## src/rtl/delay_n.sv

```systemverilog
// Fixed-latency delay line: data_o is data_i delayed by DEPTH clock cycles.
// DEPTH = 0 collapses to a combinational pass-through.
module delay_n #(
  parameter int DWIDTH = 12,
  parameter int DEPTH  = 3
) (
  input  logic              clk,
  input  logic              rst,
  input  logic [DWIDTH-1:0] data_i,
  output logic [DWIDTH-1:0] data_o
);

  if (DWIDTH < 1) begin : g_bad_width
    $error("delay_n: DWIDTH must be >= 1");
  end

  if (DEPTH < 0) begin : g_bad_depth
    $error("delay_n: DEPTH must be >= 0");
  end else if (DEPTH == 0) begin : g_pass
    // No state at all; clock and reset are deliberately ignored.
    logic unused_clk_rst;
    assign unused_clk_rst = clk ^ rst;
    assign data_o = data_i;
  end else begin : g_pipe
    logic [DEPTH-1:0][DWIDTH-1:0] stage_q;

    always_ff @(posedge clk or posedge rst) begin
      if (rst) begin
        stage_q <= '0;
      end else begin
        stage_q[0] <= data_i;
        for (int k = 1; k < DEPTH; k++) begin
          stage_q[k] <= stage_q[k-1];
        end
      end
    end

    assign data_o = stage_q[DEPTH-1];
  end

endmodule

```

## config.mk

```make
export PLATFORM = sky130hd
export DESIGN_NAME = delay_n
export DESIGN_NICKNAME = d
export VERILOG_FILES = /design/src/rtl/delay_n.sv
export SDC_FILE = /design/constraint.sdc
export NUM_CORES = 1
export LEC_CHECK = 0
export CORE_ASPECT_RATIO = 0.9
export CORE_MARGIN = 8
export CORE_UTILIZATION = 50
export DETAILED_ROUTE_END_ITERATION = 10
export DONT_BUFFER_PORTS = 1
export GPL_TIMING_DRIVEN = 0
export PLACE_DENSITY = 0.66
export SYNTH_ARGS = -nofsm -noshare
export SYNTH_HDL_FRONTEND = slang
export SYNTH_SLANG_ARGS = --single-unit
```

## constraint.sdc

```tcl
create_clock -name clk -period 2 [get_ports clk]
set_clock_uncertainty 0.05 [all_clocks]
set_input_delay 0.2 -clock clk [delete_from_list [all_inputs] [get_ports clk]]
set_output_delay 0.2 -clock clk [all_outputs]
set_load 0.005 [all_outputs]
```

==> reports/summary.txt, run 1 <==
VDD IR max: 0.000837 V
ANT cells: 0
part of the power in the clock network: 36.0%
WL/cell: 11.5 µm
NumNets Final: 84
PwrDens: 1030 nW/µm²
Initial DRT Pass Iterations: 2
Avg Vias per Cell: 3.93
Ports: 26
max cap viols: 0
GP Congestion: 0.583
initial antenna violation count: 0
CP endpoint kind: output pin
Worst slew margin: 68.1%
clock latency on the worst-skew pair: 320 ps
area of the die: 3670 µm²
vias in the first global route: 398
area grow syn2layout: 26.7%
DP Area: 1030 µm²
DRT iter0 DRCs: 3
dpl cells: 74
Antenna Violating Nets Remaining: 0
FP Rows: 15
total number of vias: 377
Multi-input comb cells: 0
Worst-path clk slew: 90 ps
critical path depth: 1
GRT overflow: 0
Crit path required time: 1750 ps
Final Max Slew Viols: 0
CP Cell Sequence: buf_4
Warnings, synthesis: 0
Seq/Total Area, Yosys: 90.6%
outcome: complete, no violations
Critical-path top delay cell: dfrtp_1
CP peak stage delay: 380 ps
Clock H-tree levels: 2
layout cells sized above 1: 28.2%
Yosys reg bits: 36
register cell area after layout: 901 µm²
DRC violation count after routing: 0
Sink Count: 36
die height: 58.3 µm
routed wire length: 1.10 mm
Mapped Area: 995 µm²
Port Buf Inserts: 0
Combinational Power Share: 4.6%
crit start category: register
crit-path leading delay family: flip-flops
CTS tree: built
register share of total power: 59.4%
Slew @ Worst Pin: 476 ps
Net Sw Frac: 18.3%
Netlist cell types: 3
count of non-filler cells in the finished layout: 96
first-pass GRT wire length: 1.79 mm
# hold bufs at CTS: 12
post-synthesis average cell area: 20.3 µm²
post-CTS resize count: 0
P_int: 0.00106 W
endpoints failing hold: 0
CP Buf/Inv Count: 1
FILL cells: 139
class of the worst hold path: in -> async
footprint of the multi-input gates: 0 µm²
CP Data Arrival Time: 820 ps
Core Area: 1900 µm²
setup bufs post-CTS: 0
CTS Buffer Depth: 2
Die Wd: 63.0 µm
post-route cell area: 1260 µm²
largest net degree at the start of global routing: 37
Final Cycle Share: 53.6%
DPL Wire Length: 725 µm
Tot GR Track Use: 6.85%
FMAX: 934 MHz
Util after Layout: 66.5%
CTS buffer count: 5
worst reg2reg path depth: 0
CTS root buf: clkbuf_4
Final Setup Violations: 0
Max FO, Critical Path: 1
Initial Util: 52.5%
Net Count, Synth: 63
switching power: 0.000238 W
Worst Setup Path Type: reg -> out
Min Clock Period, post-route: 1070 ps
RSZ-0062 raised after global routing: no
P_leak: 0.588 nW
post-route setup TNS: 0 ps
Syn Inst Count: 49
cells in the final DEF (no fill, tap or decap), drive strengths merged:
cell type    netlist  layout
buf               12      13
clkinv             0       2
dlygate4sd3        0      13
dfrtp             36      36
clkbuf             0       6
bufinv             0       1
registers in the layout, indices dropped and copies added, names as in the netlist:
register        cells
g_pipe.stage_q     24
data_o             12
path summary, 6_finish.rpt:
| check | startpoint | end | slack [ps] |
|---|---|---|---|
| setup / recovery | data_o[10]$_DFF_PP0_ | data_o[10] | 930 |
| setup reg to reg | g_pipe.stage_q[10]$_DFF_PP0_ | g_pipe.stage_q[22]$_DFF_PP0_ | 1470 |
| hold / removal | rst | g_pipe.stage_q[14]$_DFF_PP0_ | 230 |
| hold reg to reg | g_pipe.stage_q[22]$_DFF_PP0_ | data_o[10]$_DFF_PP0_ | 300 |
| min in group clk | g_pipe.stage_q[22]$_DFF_PP0_ | data_o[10]$_DFF_PP0_ | 300 |
| max in group asynchronous | rst | g_pipe.stage_q[18]$_DFF_PP0_ | 1250 |
logic make-up (layout without fill, tap and decap cells):
group,count (synthesis),count (layout),share of synthesized area [%]
buffers and inverters,13,35,9.43
DFF,36,36,90.6
power by group through the flow:
stage	Sequential (W)	Combinational [W]	Clock (W)
6_report	0.000772	0.0000596	0.000468
5_1_grt	0.000776	0.0000663	0.000524
4_1_cts	0.000773	0.0000537	0.000487
3_5_place_dp	0.000788	0.0000352	0
3_3_place_gp	0.000786	0.0000341	0
2_1_floorplan	0.000784	0.0000299	0
stage by stage:
| step | setup slack (ps) | hold slack, ps | power [W] |
|---|---|---|---|
| finish | 929 | 235 | 0.00130 |
| detailed placement | 687 | 181 | 0.000823 |
| floorplan | 946 | 181 | 0.000814 |
| global placement | 757 | 182 | 0.000820 |
| CTS | 906 | 72.5 | 0.00131 |
| global route | 873 | 230 | 0.00137 |
Yosys cell counts:
master / n / share of area, %
buf_4: 12 / 9.1
dfrtp_1: 36 / 91
inv_1: 1 / 0.38
layout make-up:
type | instances | share of cell area, %
plain buffers | 12 | 7.15
flip-flops and latches | 36 | 71.5
clock inverters | 2 | 2.78
repair buffers | 14 | 12.5
well taps | 25 | 2.48
inverters | 1 | 0.298
clock buffers | 6 | 3.28
layer usage:
metal,vias up,GRT usage (%),share of wire [%]
met5,-,0,0
met4,0,10.7,3.1
met3,2,3.41,8.5
met2,19,7.59,48
met1,181,7.54,41
li1,175,-,-
No activity file was read; power rests on OpenSTA's default activity.
==> run 2, diff against run 1 <==
==> constraint.sdc (replaced) <==
create_clock -name clk -period 1.1 [get_ports clk]
set_clock_uncertainty 0.05 [all_clocks]
set_input_delay 0.11 -clock clk [delete_from_list [all_inputs] [get_ports clk]]
set_output_delay 0.11 -clock clk [all_outputs]
set_load 0.005 [all_outputs]
==> results of run 2 <==
Same layout as run 1 (identical final DEF). Status: complete, no violations.
Main changes from that run: setup slack after placement 687 ps -> -123 ps; setup slack after layout 929 ps -> 119 ps; hold slack 235 ps -> 145 ps; register-to-register setup slack 1470 ps -> 570 ps; total power 0.00130 W -> 0.00236 W; worst IR drop on VDD 0.000837 V -> 0.00152 V
==> run 3, diff against run 2 <==
--- a/config.mk
+++ b/config.mk
@@ -10,7 +10,6 @@
 export CORE_UTILIZATION = 50
 export DETAILED_ROUTE_END_ITERATION = 10
 export DONT_BUFFER_PORTS = 1
-export GPL_TIMING_DRIVEN = 0
 export PLACE_DENSITY = 0.66
 export SYNTH_ARGS = -nofsm -noshare
 export SYNTH_HDL_FRONTEND = slang
==> reports/summary.txt, run 3 (same netlist as run 1, synthesis figures left out) <==
outcome: complete, no violations
WL/cell: 13.3 µm
Reg with most FFs: g_pipe.stage_q
routed wire length: 1.12 mm
Ports: 26
Die Wd: 63.0 µm
largest net degree at the start of global routing: 27
CP Data Arrival Time: 710 ps
Final Cycle Share: 79.3%
first-pass GRT wire length: 1.90 mm
worst reg2reg path depth: 0
post-route setup TNS: 0 ps
clock latency on the worst-skew pair: 310 ps
Sink Count: 36
NumNets Final: 73
RSZ-0062 raised after global routing: no
Antenna Violating Nets Remaining: 0
max cap viols: 0
register cell area after layout: 901 µm²
PwrDens: 1920 nW/µm²
die height: 58.3 µm
Worst slew margin: 80.3%
FMAX: 1150 MHz
DRC violation count after routing: 0
GP Congestion: 0.607
initial antenna violation count: 0
Initial Util: 52.5%
Crit path required time: 940 ps
Tot GR Track Use: 7.23%
Core Area: 1900 µm²
DRT iter0 DRCs: 2
CTS buffer count: 5
FP Rows: 15
footprint of the multi-input gates: 0 µm²
P_leak: 0.526 nW
CTS Buffer Depth: 2
post-CTS resize count: 0
count of non-filler cells in the finished layout: 84
Min Clock Period, post-route: 872 ps
Port Buf Inserts: 0
area grow syn2layout: 15.2%
dpl cells: 64
commonest non-fill, non-tap cells in the layout: dfrtp_1 (36), dlygate4sd3_1 (13), clkbuf_4 (5)
critical path depth: 0
VDD IR max: 0.00112 V
Final Max Slew Viols: 0
crit start category: register
total number of vias: 348
class of the worst hold path: in -> async
Worst-path clk slew: 90 ps
layout cells sized above 1: 15.3%
max FFs per register: 24
CP endpoint kind: output pin
vias in the first global route: 406
Final Setup Violations: 0
Clock H-tree levels: 2
most common cell after layout, fill and taps aside: dfrtp_1
Avg Vias per Cell: 4.14
area of the die: 3670 µm²
CTS tree: built
GRT overflow: 0
Initial DRT Pass Iterations: 2
FILL cells: 138
Max FO, Critical Path: 1
Slew @ Worst Pin: 295 ps
Multi-input comb cells: 0
ANT cells: 0
endpoints failing hold: 0
Worst Setup Path Type: reg -> out
CTS root buf: clkbuf_4
run 3: through the flow:
step / setup WS, ps / utilization, % / power [W] / hold slack [ps] / area, µm²
finish: 228 / 60.5 / 0.00220 / 177 / 1150
CTS: 207 / 60.5 / 0.00223 / 160 / 1150
global placement: 573 / 50.2 / 0.00147 / -50.4 / 951
floorplan: 136 / - / 0.00148 / 91.4 / 995
global route: 182 / 60.5 / 0.00231 / 188 / 1150
detailed placement: 571 / 50.2 / 0.00147 / -45.1 / 951
run 3: what timing repair did:
action	CTS	global route
setup buffers	0	0
endpoints found under the setup margin	0	0
endpoints found under the hold margin	48	0
hold buffers	13	0
run 3: worst paths after layout:
kind                       slack (ps)                    startpoint                            to
setup / recovery                  230          data_o[10]$_DFF_PP0_                    data_o[10]
hold / removal                    180                           rst  g_pipe.stage_q[10]$_DFF_PP0_
setup reg to reg                  560  g_pipe.stage_q[10]$_DFF_PP0_  g_pipe.stage_q[22]$_DFF_PP0_
hold reg to reg                   300  g_pipe.stage_q[23]$_DFF_PP0_          data_o[11]$_DFF_PP0_
max in group asynchronous         510                           rst           data_o[6]$_DFF_PP0_
min in group clk                  290                     data_i[5]   g_pipe.stage_q[5]$_DFF_PP0_
run 3: layout make-up:
class | count | area share [%]
repair buffers | 15 | 12.7
clock buffers | 7 | 5.68
inverters | 1 | 0.328
flip-flops and latches | 36 | 78.6
well taps | 25 | 2.73
run 3: worst min-delay path, delay by kind of cell:
family   cells  cell delay (ps)
buf+inv      3              780
run 3: where the power goes:
group	internal (W)	switching (W)	total, W
combinational	0.0000355	0.0000285	0.0000639
clock	0.000362	0.000359	0.000721
sequential	0.00139	0.0000240	0.00141
run 3: per-layer routing:
metal  vias up  track usage [%]  share of wire, %
li1        154                -                 -
met1       169             8.05                44
met2        21             9.78                44
met3         4             3.22               8.1
met4         0             7.79               3.7
met5         -                0                 0
==> RTL change, RTL diff (settings of run 2) <==
Register the input `data_i` before use, without a reset. The logic sees it one clock later. Comments in the files are not updated.
--- a/src/rtl/delay_n.sv
+++ b/src/rtl/delay_n.sv
@@ -10,6 +10,12 @@
   output logic [DWIDTH-1:0] data_o
 );
 
+  logic [DWIDTH-1:0] data_q;
+
+  always_ff @(posedge clk) begin
+    data_q <= data_i;
+  end
+
   if (DWIDTH < 1) begin : g_bad_width
     $error("delay_n: DWIDTH must be >= 1");
   end
@@ -20,7 +26,7 @@
     // No state at all; clock and reset are deliberately ignored.
     logic unused_clk_rst;
     assign unused_clk_rst = clk ^ rst;
-    assign data_o = data_i;
+    assign data_o = data_q;
   end else begin : g_pipe
     logic [DEPTH-1:0][DWIDTH-1:0] stage_q;
 
@@ -28,7 +34,7 @@
       if (rst) begin
         stage_q <= '0;
       end else begin
-        stage_q[0] <= data_i;
+        stage_q[0] <= data_q;
         for (int k = 1; k < DEPTH; k++) begin
           stage_q[k] <= stage_q[k-1];
         end
Check against the original RTL: not equivalent (Yosys sat finds a counterexample within 4 cycles, from zero or initial values and one cycle with rst high).
==> RTL change against run 2 <==
The run now ends with negative hold slack left. Final area up 15%. Sequential cell count rose by 12. Highest routed layer unchanged. Synthesized area increased by 24%. Die area increased by 18%. Largest cell class unchanged. Total power increased by 15%. Routed wire length is 12% higher. Setup slack worse by 0.028 ns. Largest power group unchanged.
==> RTL change: results (changes against run 2) <==
Placed design
  – Placer Congestion: 0.570 (-2.3%)
  – Dpl cell area: 1270 µm² (+24%)
  – Post-DP HPWL: 834 µm (+15%)

GRT
  – Largest net degree at the start of global routing: 37 (unchanged)
  – Vias in the first global route: 467 (+17%)
  – Global Route Usage Sum: 0.0687 (+0.000131)
  – First-pass GRT wire length: 2.07 mm (+16%)

Worst setup path
  – R2R Path Start: g_pipe.stage_q[21]
  – WP data arrival: 0.85 ns (+0.03 ns)
  – R2R depth: 0 (unchanged)
  – Worst reg2reg path endpoint: data_o[9]
  – Top cell family by delay on the critical path: flip-flops

STA
  – Worst slew pin tran: 1.13 ns (+0.657 ns)
  – Final hold vios: 36 (+36)
  – WHS: -0.246 ns (-0.391 ns)

Final layout
  – Layout Nets: 94 (+12%)
  – Layout cell share with drive strength beyond 1: 0.222 (-0.0595)
  – Fillers: 172 (+24%)
  – Register name with the most flops: g_pipe.stage_q

Logic synthesis
  – Post-synthesis sequential area ratio: 0.924 (+0.0184)
  – Unique masters post-synth: 4 (+1)
  – Mapped Nets: 75 (+19%)
  – Post-synth ARST share: 0.750 (-0.250)
  – Synth cell count leaders: dfrtp_1, buf_4, dfxtp_1
  – Area contributors post-synth: dfrtp_1, dfxtp_1, buf_4, inv_1

Pwr
  – P_sw: 0.000508 W (+18%)
  – Worst VDD drop: 0.00119 V (-22%)
  – Leakage: 0.663 nW (+13%)

Clock tree
  – Post-CTS Hold Fix Bufs: 12 (unchanged)
  – Clk pin slew, worst setup/hold paths: 0.11 ns (+0.02 ns)

Outcome
  – Failing checks: negative hold slack
  – Outcome: finished with violations

Routing
  – Routed wire length: 1.23 mm (+12%)
  – DR iter-0 viols: 1 (-2)
  – Via/cell ratio: 4.04 (+2.8%)
## RTL change: cell types whose count changed after synthesis, sizes merged
cell / run 2 / this run
dfxtp: 0 / 12
## RTL change: final cells by class
class,instances,area (µm²),share of cell area
timing repair buffer,12,120,0.0829
sequential,48,1140,0.788
clock buffer,8,58.8,0.0406
buffer,12,90.1,0.0622
tap,28,35.0,0.0242
inverter,1,3.75,0.00259
## RTL change: power by group through the flow
stage	Combinational, W	Sequential (W)	Clock, W
after CTS	0.0000972	0.00187	0.000807
final	0.0000933	0.00187	0.000765
after floorplan	0.0000544	0.00190	0
after global routing	0.000104	0.00188	0.000884
after detailed placement	0.0000635	0.00191	0
after global placement	0.0000617	0.00190	0
## RTL change: worst max-delay path by stage
stage	slack (ns)	cells past startpoint	end	from
2_1_floorplan	0.14	1	data_o[0]	rst
3_3_place_gp	-0.04	1	g_pipe.stage_q[10]	rst
3_5_place_dp	-0.12	1	g_pipe.stage_q[10]	rst
4_1_cts	0.06	1	data_o[7]	data_o[7]
5_1_grt	0.03	1	data_o[9]	data_o[9]
6_report	0.09	1	data_o[9]	data_o[9]
## RTL change: per-layer routing
metal / track usage / wire length [µm] / part of all wire
met1: 0.0717 / 492 / 0.40
met2: 0.0859 / 522 / 0.42
met3: 0.0353 / 157 / 0.13
met4: 0.0844 / 59 / 0.048
met5: 0 / 0 / 0
## RTL change: per-stage QoR
step                      power, W  setup WS, ns  std cells
after floorplan            0.00195         0.136         61
after global placement     0.00196       -0.0396         89
after detailed placement   0.00197        -0.121         89
after CTS                  0.00277        0.0591        109
after global routing       0.00287        0.0341        109
final                      0.00273        0.0906        109
## RTL change: cells by family after synthesis
group    share of synthesized area
buf+inv                     0.0760
flops                        0.924
